## src/rtl/signal_phase_scheduler.sv

```systemverilog
// signal_phase_scheduler: round-robin multi-phase intersection scheduler.
// Optional emergency preemption is compiled in with `define EMERGENCY_PREEMPT_EN.
module signal_phase_scheduler #(
    parameter int N_PH      = 4,
    parameter int TW        = 8,
    parameter int MIN_GREEN = 10,
    parameter int MAX_GREEN = 40,
    parameter int EXT       = 5,
    parameter int YELLOW_T  = 4,
    parameter int ALLRED_T  = 2
) (
    input  logic                     clk,
    input  logic                     reset,
    input  logic [N_PH-1:0]          det,
    input  logic                     emerg_req,
    input  logic [$clog2(N_PH)-1:0]  emerg_phase,
    output logic [N_PH-1:0]          green,
    output logic [N_PH-1:0]          yellow,
    output logic [$clog2(N_PH)-1:0]  cur_phase,
    output logic                     phase_start,
    output logic [N_PH-1:0]          pending
);

    localparam int W = $clog2(N_PH);
    localparam logic [TW-1:0] MIN_M1 = TW'(MIN_GREEN - 1);
    localparam logic [TW-1:0] MAX_M1 = TW'(MAX_GREEN - 1);
    localparam logic [TW-1:0] EXT_M1 = TW'(EXT - 1);
    localparam logic [TW-1:0] YEL_M1 = TW'(YELLOW_T - 1);
    localparam logic [TW-1:0] AR_M1  = TW'(ALLRED_T - 1);
    localparam logic [TW-1:0] TMAX   = '1;

    typedef enum logic [1:0] {
        IDLE, GREEN, YELLOW, ALL_RED
    } state_t;

    state_t          state_q, state_d;
    logic [TW-1:0]   timer_q, timer_d;
    logic [TW-1:0]   gap_q, gap_d;
    logic [W-1:0]    cur_q, cur_d;
    logic [W-1:0]    last_q, last_d;
    logic [N_PH-1:0] pend_q, pend_d;
    logic [N_PH-1:0] green_q, yellow_q;
    logic            ps_q;

    logic [N_PH-1:0] cur_oh, req, clr;
    logic [W-1:0]    sel;
    logic            enter;

    function automatic logic [N_PH-1:0] onehot(input logic [W-1:0] p);
        return N_PH'(1) << p;
    endfunction

    // First requesting phase after the last one served, wrapping around.
    function automatic logic [W-1:0] pick(input logic [N_PH-1:0] r,
                                          input logic [W-1:0] last);
        logic [W-1:0] s;
        logic         f;
        int           idx;
        s = '0;
        f = 1'b0;
        for (int k = 1; k <= N_PH; k++) begin
            idx = (int'(last) + k) % N_PH;
            if (!f && r[idx]) begin
                s = W'(idx);
                f = 1'b1;
            end
        end
        return s;
    endfunction

`ifndef EMERGENCY_PREEMPT_EN
    logic unused_emerg;
    assign unused_emerg = ^{emerg_req, emerg_phase};
`endif

    // Next-state, timers and demand latch.
    always_comb begin
        state_d = state_q;
        cur_d   = cur_q;
        enter   = 1'b0;
        cur_oh  = (state_q == GREEN) ? onehot(cur_q) : '0;
        // Detector in this cycle counts as demand so IDLE can react at once.
        req     = (pend_q | det) & ~cur_oh;
        sel     = pick(req, last_q);

        unique case (state_q)
            IDLE: begin
                if (|req) begin
                    state_d = GREEN;
                    cur_d   = sel;
                    enter   = 1'b1;
                end
            end
            GREEN: begin
                if (|req && timer_q >= MIN_M1 &&
                    (gap_q >= EXT_M1 || timer_q >= MAX_M1))
                    state_d = YELLOW;
            end
            YELLOW: begin
                if (timer_q >= YEL_M1)
                    state_d = ALL_RED;
            end
            ALL_RED: begin
                if (timer_q >= AR_M1) begin
                    if (|req) begin
                        state_d = GREEN;
                        cur_d   = sel;
                        enter   = 1'b1;
                    end else begin
                        state_d = IDLE;
                    end
                end
            end
            default: state_d = IDLE;
        endcase

`ifdef EMERGENCY_PREEMPT_EN
        if (emerg_req) begin
            case (state_q)
                IDLE: begin
                    state_d = GREEN;
                    cur_d   = emerg_phase;
                    enter   = 1'b1;
                end
                GREEN: begin
                    state_d = (cur_q == emerg_phase) ? GREEN : YELLOW;
                end
                ALL_RED: begin
                    if (timer_q >= AR_M1) begin
                        state_d = GREEN;
                        cur_d   = emerg_phase;
                        enter   = 1'b1;
                    end
                end
                default: ;
            endcase
        end
`endif

        if (state_d != state_q)
            timer_d = '0;
        else
            timer_d = (timer_q == TMAX) ? timer_q : timer_q + 1'b1;

        if (state_d != state_q || state_q != GREEN || det[cur_q])
            gap_d = '0;
        else
            gap_d = (gap_q == TMAX) ? gap_q : gap_q + 1'b1;

        clr    = enter ? onehot(cur_d) : '0;
        pend_d = (pend_q | (det & ~cur_oh)) & ~clr;
        last_d = enter ? cur_d : last_q;
    end

    // State, counters and registered light outputs.
    always_ff @(posedge clk or posedge reset) begin
        if (reset) begin
            state_q  <= IDLE;
            timer_q  <= '0;
            gap_q    <= '0;
            cur_q    <= '0;
            last_q   <= W'(N_PH - 1);
            pend_q   <= '0;
            green_q  <= '0;
            yellow_q <= '0;
            ps_q     <= 1'b0;
        end else begin
            state_q  <= state_d;
            timer_q  <= timer_d;
            gap_q    <= gap_d;
            cur_q    <= cur_d;
            last_q   <= last_d;
            pend_q   <= pend_d;
            green_q  <= (state_d == GREEN) ? onehot(cur_d) : '0;
            yellow_q <= (state_d == YELLOW) ? onehot(cur_d) : '0;
            ps_q     <= enter;
        end
    end

    assign green       = green_q;
    assign yellow      = yellow_q;
    assign cur_phase   = cur_q;
    assign phase_start = ps_q;
    assign pending     = pend_q;

endmodule

```

## config.mk

```make
export PLATFORM = sky130hd
export DESIGN_NAME = signal_phase_scheduler
export DESIGN_NICKNAME = d
export VERILOG_FILES = /design/src/rtl/signal_phase_scheduler.sv
export SDC_FILE = /design/constraint.sdc
export NUM_CORES = 1
export LEC_CHECK = 0
export BUFFER_PORTS_ARGS = -buffer_cell sky130_fd_sc_hd__buf_2
export CAP_MARGIN = 20
export CORE_UTILIZATION = 55
export CTS_BUF_LIST = sky130_fd_sc_hd__clkbuf_16
export DETAILED_ROUTE_END_ITERATION = 12
export GPL_TIMING_DRIVEN = 1
export HOLD_SLACK_MARGIN = 0.15
export PLACE_DENSITY = 0.76
export SYNTH_ARGS = -nofsm -noshare
export SYNTH_HDL_FRONTEND = slang
export SYNTH_SLANG_ARGS = --single-unit
```

## constraint.sdc

```tcl
create_clock -name clk -period 7.6 [get_ports clk]
set_clock_uncertainty 0.2 [all_clocks]
set_input_delay 2.28 -clock clk [delete_from_list [all_inputs] [get_ports clk]]
set_output_delay 2.28 -clock clk [all_outputs]
set_load 0.02 [all_outputs]
```

=== After elaboration in Yosys (flattened, before gate mapping) ===
Cells that the tools add are included.

* Register bits after elaboration: 35
* Bits in latches: 0
* RAM bits: 0
* ROM bits: 0
* Input port bits: 9
* Output and inout port bits: 15
* Word-level logic and storage cells: 107
* Memories kept: 0

* $add $sub $neg: 6
* Multipliers: 0
* Divide/modulo/power cells: 0
* Order comparisons: 10
* Equal/unequal tests: 11
* Shift-type cells: 2
* Mux-type cells: 41
* Bitwise gates (word level): 11
* Reductions and logical operators: 17

{| class="wikitable"
|+ Operator list
! cell !! count
|-
| 2-to-1 mux 8 bit || 4
|-
| 2-to-1 mux 2 bit || 10
|-
| adder 8 x 1 -> 8 bit (second input constant) || 2
|-
| equality test 8 bit (second input constant) || 2
|-
| less-than comparator 3 x 4 -> 1 bit (second input constant) || 4
|-
| 2-to-1 mux 4 bit || 4
|-
| 2-to-1 mux 1 bit || 15
|-
| AND 4 bit || 3
|-
| binary-select mux 1 bit (select 2 bit) || 5
|-
| >= comparator 8 x 1 -> 1 bit (second input constant) || 1
|-
| >= comparator 8 x 2 -> 1 bit (second input constant) || 1
|-
| >= comparator 8 x 3 -> 1 bit (second input constant) || 1
|-
| >= comparator 8 x 4 -> 1 bit (second input constant) || 1
|-
| >= comparator 8 x 6 -> 1 bit (second input constant) || 1
|-
| NOT 4 bit || 2
|-
| OR 4 bit || 2
|-
| case mux 2 bit (4 select lines) || 1
|-
| OR reduction 2 bit || 4
|-
| << shifter 1 x 2 -> 4 bit (first input constant) || 2
|-
| equality test 2 bit (second input constant) || 3
|-
| logical AND 1 bit || 5
|-
| adder 2 x 1 -> 2 bit (second input constant) || 2
|-
| adder 2 bit (second input constant) || 2
|-
| AND 1 bit (first input constant) || 4
|-
| other kinds (11) || 17
|}

=== Longest topological paths before layout ===
Gate-level depths: netlist of run 1.

* Depth after elaboration: 24
* Depth in mapped cells: 10
* Gate-level depth less buffers: 9

=== Worst setup path after synthesis of run 1 ===
Ideal clock, no wire load.

* Path type: input-to-reg
* Start: input port det[3]
* End: register pend_q[0] (netlist: pending[0])
* Library setup time: 121 ps
* Arrival time: 3637 ps
* Required time: 7279 ps
* Setup slack: 3642 ps
* Stages: 5
* Buffers on the path: 0
* Path through: nor2_1 -> o22a_2 -> a211oi_2 -> or3b_4 -> o22a_1

* Elaborated cells on any way between the ends: 38
* Classes of those cells: shift (1); mux (26); bitwise (4); reduce/logical (7)

{| class="wikitable"
|+ RTL lines
! element !! line !! text
|-
| start, declared || 14 || <nowiki>input logic [N_PH-1:0] det,</nowiki>
|-
| OR 4 bit * || 83 || <nowiki>req = (pend_q | det) & ~cur_oh;</nowiki>
|-
| AND 4 bit * || 83 ||
|-
| OR reduction 4 bit * || 88, 105 ||
|-
| 2-to-1 mux 1 bit * || 88, 105 ||
|-
| 2-to-1 mux 1 bit || 104 || <nowiki>if (timer_q >= AR_M1) begin</nowiki>
|-
| case mux 1 bit (2 select lines) * || 86 || <nowiki>unique case (state_q)</nowiki>
|-
| named net enter || 47 || <nowiki>logic enter;</nowiki>
|-
| 2-to-1 mux 4 bit * || 150 || <nowiki>clr = enter ? onehot(cur_d) : '0;</nowiki>
|-
| NOT 4 bit * || 151 || <nowiki>pend_d = (pend_q | (det & ~cur_oh)) & ~clr;</nowiki>
|-
| AND 4 bit * || 151 ||
|-
| named net pend_d[0] || 41 || <nowiki>logic [N_PH-1:0] pend_q, pend_d;</nowiki>
|-
| end signal, assigned || 173 || <nowiki>pend_q <= pend_d;</nowiki>
|-
| end, declared || 41 ||
|}

Mark *: on every way through the listed nets, which the timed path passes. The rest lies on a longest branch. The select of a mux whose other input is x is not followed.
A chain may end at the register's enable or synchronous reset.

=== Worst setup path in the final report of run 1 ===
* Start: input port det[2]
* End: register gap_q[7]

* Cells in the longest elaborated chain, start to end: 11
* Elaborated cells on any way between the ends: 17
* Classes of those cells: eq/ne (2); mux (8); bitwise (2); reduce/logical (5)

{| class="wikitable"
|+ RTL lines
! element !! line !! text
|-
| OR 4 bit || 83 ||
|-
| AND 4 bit || 83 ||
|-
| OR reduction 4 bit || 88, 95, 105 ||
|-
| logical AND 1 bit (2 in series) || 95 || <nowiki>if (|req && timer_q >= MIN_M1 &&</nowiki>
|-
| 2-to-1 mux 2 bit || 95 ||
|-
| case mux 2 bit (4 select lines) || 86 ||
|-
| inequality test 2 bit || 145 || <nowiki>if (state_d != state_q || state_q != GREEN || det[cur_q])</nowiki>
|-
| logical OR 1 bit || 145 ||
|-
| logical OR 1 bit * || 145 ||
|-
| inequality test 2 bit (no line) or 2-to-1 mux 8 bit (tied branches) || n/a ||
|-
| end signal, assigned || 170 || <nowiki>gap_q <= gap_d;</nowiki>
|-
| end, declared || 38 || <nowiki>logic [TW-1:0] gap_q, gap_d;</nowiki>
|}

Every way passes the cells marked *; elsewhere a longest branch is shown, timed or not. The select of a mux whose other input is x is not followed.

==> metrics.md, run 1 <==
| Metric | Value |
|---|---|
| Net Count, Synth | `234` |
| Area grow syn2layout | `14.09%` |
| Hold EP | `pending[1]` |
| Fmax | `247.6 MHz` |
| EDFF count, synth | `0` |
| H-tree depth | `2` |
| Commonest cells in the netlist | `dfrtp_1, nor2_1, inv_1, a21oi_1, nand2_1` |
| Final setup vio count | `0` |
| Clock-pin slew on the worst setup and hold paths | `0.06 ns` |
| Post-DR wirelength/cell | `15.24 um` |
| Final Hold Fails | `0` |
| Core area | `3744 um2` |
| RePlAce Congestion | `0.8554` |
| Fin cells | `289` |
| GR Util met1 | `0.3213` |
| Most crowded layer after global routing | `met2` |
| Inserted Clock Buffers | `5` |
| Pre-CTS setup slack | `3.250 ns` |
| GR Layer Usage met3 | `0.05208` |
| Dpl cells | `281` |
| Int Power | `0.5414 mW` |
| Vias in the first global route | `1624` |
| Syn Inst Count | `216` |
| RR Endpoint | `gap_q[7]` |
| Largest net degree at the start of global routing | `36` |
| Multi-input gate area | `1222 um2` |
| MaxCap Viol Count | `0` |
| Rows | `22` |
| Post-DP HPWL | `3075 um` |
| Synth top area share | `0.3765` |
| Die height | `65.15 um` |
| Worst min path class | `flip-flop to flip-flop` |
| Antenna Violating Nets Remaining | `0` |
| Worst skew pair latency | `0.28 ns` |
| CTS-repair resized insts | `0` |
| Final WL | `4404 um` |
| CP Launch Type | `input port` |
| Final-report max-slew violation count | `0` |
| # fillers | `315` |
| Switching portion of total power | `0.3998` |
| CTS tree | `yes` |
| Reg2Reg Launch Point | `state_q[1]` |
| Flop pwr share | `0.302` |
| Synth Register Bits | `35` |
| Tcrit/Tclk final | `0.5314` |
| Ys Warns | `0` |
| Ant diodes | `0` |
| Reg area | `878.3 um2` |
| Syn Area/Cell | `10.15 um2` |
| NetSw | `0.3606 mW` |
| Hold_buf cts | `0` |
| Critical Path Start | `det[2]` |
| CP Max Fanout | `16` |
| Worst relative slew slack | `0.5768` |
| Post-synth cell types | `71` |
| LEAKAGE | `1.087 nW` |
| Starting DRT DRC Count | `173` |
| Worst IR Drop VDD | `0.2251 mV` |
| GRT Util Overall | `0.2388` |
| CP Data Arrival Time | `4.03 ns` |
| Vias | `1728` |
| Die width | `65.15 um` |
| Hold path startpoint | `pending[1]` |
| CTS root buffer | `clkbuf_16` |
| Overflow after GRT | `0` |
| Register-to-register setup slack | `4.60 ns` |
| Nets | `258` |
| Global-route wire length before repair | `7638 um` |
| # DRC | `0` |
| Most frequent cell after synthesis | `dfrtp_1` |
| Area leader, netlist | `dfrtp_1` |
| Routed vias/inst | `5.979` |
| IO Port Bufs | `20` |
| Status | `finished, final reports clean` |
| Die area | `4245 um2` |
| RSZ-0062 raised after global routing | `no` |
| Setup TNS | `0 ns` |
| Worst-margin pin slew | `0.6334 ns` |
| Initial Utilization | `0.5859` |
| CP Capture Type | `flip-flop` |
| Clock buffer depth | `2` |
| Layout cells sized above 1 | `0.2656` |
| Initial antenna violation count | `0` |
| Commonest register cell after synthesis | `dfrtp_1` |
| Sink Count | `35` |
| M2 GR Usage | `0.3815` |
| Setup Fix Bufs, Post-CTS | `0` |
| 1st-pass router iterations | `4` |
| Clock group share of total power | `0.263` |
| Pwr/cell area | `360.5 nW/um2` |
| Comb pwr share | `0.435` |
| Setup Crit Path Kind | `input port to flip-flop` |
| Setup ws final | `3.562 ns` |
| Hold_ws | `0.3539 ns` |
| Total power | `0.9021 mW` |
| Async S/R FF share, synth | `1.000` |
| Cells on Worst Hold Path | `2` |
| Worst EP required | `7.59 ns` |
| Worst r2r path cells | `8` |
| Post-layout min period | `4.038 ns` |
| Area contributors post-synth | `dfrtp_1, ha_1, nor2_1` |
| Ports | `24` |
| Post-Syn Area | `2193 um2` |
| Sequential element share of the synthesized area | `0.4005` |
registers in the layout, indices dropped and copies added, names as in the netlist:
name         cells
yellow           4
phase_start      1
green            4
timer_q          8
pending          4
cur_phase        2
last_q           2
gap_q            8
state_q          2
cell type report:
type,count,share of cell area
multi-input cells,162,0.4885
flip-flops and latches,35,0.3510
clock buffers,5,0.05000
repair buffers,21,0.04300
inverters,15,0.02450
well taps,48,0.02400
clock inverters,3,0.01900
layout by cell type (no fill, tap or decap), types with 2 or more instances in the layout:
cell type	count
buf_2	20
or3_1	2
inv_1	13
nand2b_1	3
nor2_1	26
nor3_1	9
and3_2	2
o21a_1	2
nor3b_1	2
nor4b_2	2
nand4_1	2
and4_1	2
and3_1	3
nor4_2	2
nor4_1	4
dfrtp_1	33
clkinv_4	2
nor2b_1	2
a21oi_1	11
dfstp_2	2
ha_1	9
xnor2_1	4
or2_2	2
o22a_2	2
nand3_1	8
clkbuf_16	5
o21ai_0	4
nand2_1	10
a211oi_1	5
o211ai_1	5
worst max path at each step:
stage	end	cells after the start
2_1_floorplan	pending[0]	5
3_3_place_gp	gap_q[7]	7
3_5_place_dp	gap_q[7]	7
4_1_cts	gap_q[4]	7
5_1_grt	gap_q[4]	7
6_report	gap_q[7]	7
critical path: stages:
cell,delay [ns]
buf_2,0.10
nor2_1,0.29
o22ai_4,0.13
o211ai_1,0.32
a211o_1,0.23
o2111ai_4,0.31
nor4b_2,0.35
per-layer routing:
metal | vias to the layer above | part of all wire
met3 | 8 | 0.034
met2 | 37 | 0.50
met4 | 0 | 0.015
li1 | 848 | -
met1 | 835 | 0.45
met5 | - | 0
cells by family after synthesis:
family	synth area share
AND/OR/NAND/NOR	0.2573
adder cells (fa/ha/maj)	0.05134
multiplexers	0.01996
AO/OA/AOI/OAI	0.2088
buffers and inverters	0.04221
XOR/XNOR	0.01996
flip-flops	0.4005
power groups by stage:
stage | clock (mW) | combinational [mW] | sequential, mW
floorplan | 0 | 0.303 | 0.289
global placement | 0 | 0.386 | 0.273
detailed placement | 0 | 0.392 | 0.275
CTS | 0.242 | 0.395 | 0.272
global route | 0.249 | 0.432 | 0.279
finish | 0.237 | 0.392 | 0.273
per-stage QoR:
step / utilization / instance area, um2
global route: 0.6684 / 2502
finish: 0.6684 / 2502
CTS: 0.6684 / 2502
global placement: 0.6223 / 2330
floorplan: - / 2193
detailed placement: 0.6223 / 2330
Note: power is estimated with default switching activity, not from simulation.
==> run 2: changes to the inputs <==
--- a/config.mk
+++ b/config.mk
@@ -7,7 +7,7 @@
 export LEC_CHECK = 0
 export BUFFER_PORTS_ARGS = -buffer_cell sky130_fd_sc_hd__buf_2
 export CAP_MARGIN = 20
-export CORE_UTILIZATION = 55
+export CORE_UTILIZATION = 53
 export CTS_BUF_LIST = sky130_fd_sc_hd__clkbuf_16
 export DETAILED_ROUTE_END_ITERATION = 12
 export GPL_TIMING_DRIVEN = 1
==> constraint.sdc (replaced) <==
create_clock -name clk -period 3.6 [get_ports clk]
set_clock_uncertainty 0.2 [all_clocks]
set_input_delay 1.08 -clock clk [delete_from_list [all_inputs] [get_ports clk]]
set_output_delay 1.08 -clock clk [all_outputs]
set_load 0.02 [all_outputs]
==> run 2 against run 1 <==
Compared with the run above: combinational power increased by 110%; non-clock buffer count unchanged; routed wire length decreased by 2.5%; critical path depth increased by 1; critical endpoint is now gap_q[4]; sequential power increased by 110%; largest power group unchanged; clock power increased by 75%; hold slack got worse by 0.025 ns; clock-buffer cell count unchanged.
==> metrics.md, run 2 (same netlist as run 1, synthesis figures left out) <==
| Metric | Value |
|---|---|
| Die width | `66.33 um` |
| Worst IR Drop VDD | `0.4542 mV` |
| Largest stage delay on the critical path | `0.44 ns` |
| Starting DRT DRC Count | `138` |
| Hold EP | `pending[1]` |
| Overflow after GRT | `0` |
| Setup ws final | `0.6453 ns` |
| Post-DP HPWL | `2976 um` |
| CTS tree | `yes` |
| Rows | `23` |
| Setup Fix Bufs, Post-CTS | `0` |
| CP Max Fanout | `16` |
| Inserted Clock Buffers | `5` |
| CP Capture Type | `flip-flop` |
| Initial Utilization | `0.5483` |
| Worst-margin pin slew | `0.5165 ns` |
| Nets | `258` |
| Sink Count | `35` |
| Cells on Worst Hold Path | `2` |
| Area grow syn2layout | `12.95%` |
| MaxCap Viol Count | `0` |
| DP Area | `2332 um2` |
| Worst min path class | `flip-flop to flip-flop` |
| Die area | `4400 um2` |
| RSZ-0062 raised after global routing | `no` |
| Setup TNS | `0 ns` |
| Initial antenna violation count | `0` |
| Largest net degree at the start of global routing | `36` |
| Clock buffer depth | `2` |
| # DRC | `0` |
| Antenna Violating Nets Remaining | `0` |
| CTS-repair resized insts | `0` |
| Pre-CTS setup slack | `0.4816 ns` |
| IO Port Bufs | `20` |
| RePlAce Congestion | `0.8760` |
| Hold_buf cts | `0` |
| Pwr/cell area | `734.7 nW/um2` |
| Layout cells sized above 1 | `0.2656` |
| Vias | `1735` |
| Final WL | `4292 um` |
| RR Endpoint | `gap_q[4]` |
| Reg2Reg Launch Point | `state_q[1]` |
| Ports | `24` |
| Final-report max-slew violation count | `0` |
| CP Data Arrival Time | `2.94 ns` |
| Worst skew pair latency | `0.28 ns` |
| Final setup vio count | `0` |
| LEAKAGE | `1.069 nW` |
| Post-layout min period | `2.955 ns` |
| Critical path's slowest cell | `dfrtp_1` |
| CP Launch Type | `flip-flop` |
| CTS root buffer | `clkbuf_16` |
| Final Hold Fails | `0` |
| Most frequent cells in the layout | `dfrtp_1, nor2_1, buf_2` |
| Ant diodes | `0` |
| Dpl cells | `283` |
| H-tree depth | `2` |
| Most common cell after layout, fill and taps aside | `dfrtp_1` |
| Hold path startpoint | `pending[1]` |
| Worst EP required | `3.58 ns` |
| Core area | `4000 um2` |
| Fmax | `338.4 MHz` |
| Worst relative slew slack | `0.6550` |
| Biggest regs | `gap_q: 8 flops, timer_q: 8 flops` |
| Cells along the critical path | `inv_1 > ha_1 > nor3b_2 > o22ai_2 > o211ai_1 > a211o_1 > o2111ai_4 > nor4b_2` |
| Register-to-register setup slack | `0.65 ns` |
| 1st-pass router iterations | `4` |
| Setup Crit Path Kind | `flip-flop to flip-flop` |
| Clock-pin slew on the worst setup and hold paths | `0.06 ns` |
| Vias in the first global route | `1650` |
| Status | `finished, final reports clean` |
| # fillers | `340` |
| Worst r2r path cells | `8` |
| Die height | `66.33 um` |
| Tcrit/Tclk final | `0.8208` |
| Fin cells | `291` |
| GRT Util Overall | `0.2248` |
| Post-DR wirelength/cell | `14.75 um` |
| Routed vias/inst | `5.962` |
| Global-route wire length before repair | `7438 um` |
| Post-route cell area | `2477 um2` |
## run 2: worst max-delay path, delay by kind of cell (launching register included)
kind | cells | cell delay, ns
AO/OA/AOI/OAI | 4 | 1.01
AND/OR/NAND/NOR | 2 | 0.67
flip-flops | 1 | 0.44
adder cells (fa/ha/maj) | 1 | 0.38
buffers and inverters | 1 | 0.15
## run 2: layer usage
| layer | vias up | wire length [um] | global-route usage |
|---|---|---|---|
| met5 | - | 0 | 0 |
| met4 | 0 | 68 | 0.09043 |
| met3 | 8 | 162 | 0.05345 |
| met2 | 39 | 2144 | 0.3597 |
| met1 | 841 | 1917 | 0.2909 |
| li1 | 847 | - | - |
## run 2: power breakdown
part | leakage [nW] | internal, mW | switching, mW
Clock | 0.0658 | 0.254 | 0.161
Sequential | 0.450 | 0.486 | 0.0890
Combinational | 0.553 | 0.327 | 0.502
Total | 1.07 | 1.07 | 0.753
## run 2: final cells by class
cell class	count	area (um2)	share of cell area
multi-input cells	162	1222	0.4934
repair buffers	21	107.6	0.04343
clock inverters	3	20.02	0.008081
well taps	50	62.56	0.02525
inverters	15	61.31	0.02475
clock buffers	5	125.1	0.05050
flip-flops and latches	35	878.3	0.3545
## run 2: per-stage QoR
step                      hold slack, ns  utilization  total power [mW]
final                             0.3285       0.6193             1.820
after global routing              0.3709       0.6193             1.946
after detailed placement          0.3244       0.5830             1.408
after floorplan                   0.3431            -             1.249
after CTS                         0.3331       0.6193             1.832
after global placement            0.3304       0.5830             1.391
## run 2: how the worst max path moves through the flow
stage / from / end / slack (ns) / cells after the start
finish: state_q[1] / gap_q[4] / 0.65 / 8
detailed placement: det[2] / gap_q[7] / 0.48 / 7
CTS: state_q[1] / gap_q[4] / 0.63 / 8
global route: state_q[1] / gap_q[4] / 0.38 / 8
floorplan: det[3] / pending[0] / 0.84 / 5
global placement: det[2] / gap_q[4] / 0.50 / 7
==> run 3: changes to the inputs <==
==> constraint.sdc (replaced) <==
create_clock -name clk -period 2.6 [get_ports clk]
set_clock_uncertainty 0.2 [all_clocks]
set_input_delay 0.78 -clock clk [delete_from_list [all_inputs] [get_ports clk]]
set_output_delay 0.78 -clock clk [all_outputs]
set_load 0.02 [all_outputs]
==> run 3 against run 2 <==
Compared with the run above: the run now ends with negative setup slack left; maximum frequency increased by 9.0%; largest cell class unchanged; combinational power increased by 130%; critical endpoint is now pending[0]; clock-buffer cell count unchanged; non-clock buffer count increased by 51; first-iteration DRC count increased by 30%; register-to-register slack got worse by 0.76 ns; cell area increased by 26%; critical path type unchanged; worst setup slack got worse by 0.76 ns; die area unchanged; via count increased by 18%; sequential share of layout area decreased by 7.2 points.
==> metrics.md, run 3 (same netlist as run 1, synthesis figures left out) <==
| Metric | Value |
|---|---|
| RePlAce Congestion | `0.8626` |
| Pwr/cell area | `1064 nW/um2` |
| Tcrit/Tclk final | `1.042` |
| Fmax | `369.0 MHz` |
| Most frequent cells in the layout | `buf_4, dfrtp_1, nor2_1, buf_2, inv_1` |
| # fillers | `253` |
| Failing checks | `negative setup slack` |
| Register-to-register setup slack | `-0.11 ns` |
| Post-layout min period | `2.710 ns` |
| IO Port Bufs | `20` |
| GRT Util Overall | `0.2749` |
| LEAKAGE | `1.379 nW` |
| CTS tree | `yes` |
| Global-route wire length before repair | `8914 um` |
| Layout cells sized above 1 | `0.5085` |
| Area grow syn2layout | `42.10%` |
| Vias in the first global route | `1956` |
| Most common cell after layout, fill and taps aside | `buf_4` |
| Largest net degree at the start of global routing | `36` |
| Die height | `66.33 um` |
| RSZ-0062 raised after global routing | `yes` |
| Cells along the critical path | `ha_2 > or4b_4 > o21ai_4 > a211oi_2 > o31a_1 > or3b_4 > o22a_1` |
| Cells on Worst Hold Path | `2` |
| Worst IR Drop VDD | `1.206 mV` |
| Worst EP required | `2.56 ns` |
| Pre-CTS setup slack | `-0.1954 ns` |
| Setup Crit Path Kind | `flip-flop to flip-flop` |
| Post-DP HPWL | `3677 um` |
| H-tree depth | `2` |
| Antenna Violating Nets Remaining | `0` |
| Biggest regs | `gap_q: 8 flops, timer_q: 8 flops` |
| Vias | `2046` |
| Inserted Clock Buffers | `5` |
| Clock-pin slew on the worst setup and hold paths | `0.06 ns` |
| Hold_buf cts | `0` |
| Dpl cells | `320` |
| CP Data Arrival Time | `2.67 ns` |
| Status | `finished, violations left` |
| Ports | `24` |
| Hold path startpoint | `pending[1]` |
| CP Capture Type | `flip-flop` |
| Final-report max-slew violation count | `0` |
| Worst min path class | `flip-flop to flip-flop` |
| RR Endpoint | `pending[0]` |
| Starting DRT DRC Count | `180` |
| Critical path's slowest cell | `or4b_4` |
| Core area | `4000 um2` |
| CP Max Fanout | `3` |
| Worst-margin pin slew | `0.4498 ns` |
| Worst r2r path cells | `7` |
| Initial antenna violation count | `0` |
| 1st-pass router iterations | `5` |
| Total power | `3.317 mW` |
| MaxCap Viol Count | `0` |
| Final Hold Fails | `0` |
| Worst relative slew slack | `0.7001` |
| Largest stage delay on the critical path | `0.58 ns` |
| Final setup vio count | `22` |
| Setup ws final | `-0.1098 ns` |
| CP Launch Type | `flip-flop` |
| Routed vias/inst | `5.965` |
| Overflow after GRT | `0` |
| Clock buffer depth | `2` |
| Worst skew pair latency | `0.28 ns` |
| Rows | `23` |
| Die width | `66.33 um` |
| Post-DR wirelength/cell | `18.68 um` |
| Fin cells | `343` |
| Ant diodes | `0` |
| Final WL | `6407 um` |
| CTS root buffer | `clkbuf_16` |
| Sink Count | `35` |
| # DRC | `0` |
| Nets | `310` |
| Reg2Reg Launch Point | `timer_q[0]` |
| Initial Utilization | `0.5483` |
| Die area | `4400 um2` |
| Hold EP | `pending[1]` |
run 3: changes by cell type in the layout (fill, tap and decap cells not counted), moves of 4 or more:
cell | previous run | this run
buf_4 | 1 | 41
nor3_1 | 9 | 3
nor3_2 | 0 | 4
a211oi_1 | 5 | 0
a211oi_2 | 1 | 5
buf_6 | 0 | 11
nor2_1 | 26 | 20
nor2_2 | 0 | 6
run 3: what timing repair did:
item | CTS | global route
hold endpoints to repair | 0 | 0
gates cloned | 1 | 0
pin swaps | 8 | 19
setup endpoints to repair | 22 | 29
gates resized for setup | 9 | 48
setup buffers | 5 | 10
run 3: through the flow:
step | util | area, um2 | hold WS (ns) | setup TNS, ns
6_report | 0.7792 | 3117 | 0.3379 | -0.7380
5_1_grt | 0.7792 | 3117 | 0.3611 | -3.550
4_1_cts | 0.7129 | 2851 | 0.3369 | -0.2150
3_5_place_dp | 0.6544 | 2618 | 0.3280 | -3.175
3_3_place_gp | 0.6544 | 2618 | 0.3336 | -1.739
2_1_floorplan | - | 2201 | 0.3431 | 0
run 3: power breakdown:
group / leakage [nW] / internal, mW / switching, mW
combinational: 0.864 / 0.892 / 1.05
sequential: 0.449 / 0.674 / 0.122
clock: 0.0658 / 0.352 / 0.228
run 3: layout make-up:
type                            count  area, um2  share of cell area
Multi-Input combinational cell    163       1431              0.4593
Clock buffer                        5      125.1             0.04014
Sequential cell                    35      879.6              0.2822
Clock inverter                      3      20.02            0.006423
Timing Repair Buffer               72      531.8              0.1706
Tap cell                           50      62.56             0.02007
Inverter                           15      66.31             0.02128
run 3: worst max-delay path by stage:
| stage | to | cells past startpoint | start | slack, ns |
|---|---|---|---|---|
| CTS | pending[0] | 7 | timer_q[0] | -0.08 |
| floorplan | pending[0] | 8 | state_q[1] | 0.01 |
| finish | pending[0] | 7 | timer_q[0] | -0.11 |
| global route | yellow[3] | 10 | timer_q[0] | -0.17 |
| global placement | timer_q[5] | 8 | det[2] | -0.15 |
| detailed placement | timer_q[6] | 8 | det[2] | -0.20 |
run 3: metal layers:
layer | up-vias | share of wire | global-route usage | wire length [um]
li1 | 953 | - | - | -
met1 | 1021 | 0.39 | 0.3033 | 2517
met2 | 58 | 0.55 | 0.5102 | 3536
met3 | 14 | 0.035 | 0.04655 | 224
met4 | 0 | 0.020 | 0.1197 | 129
met5 | - | 0 | 0 | 0
run 3: worst max-delay path: cells and delay by family, from the launching register on:
family	cells	cell delay [ns]
and+or+nand+nor	2	0.99
AOI/OAI and AO/OA	4	0.80
DFF	1	0.40
adders and majority gates	1	0.20
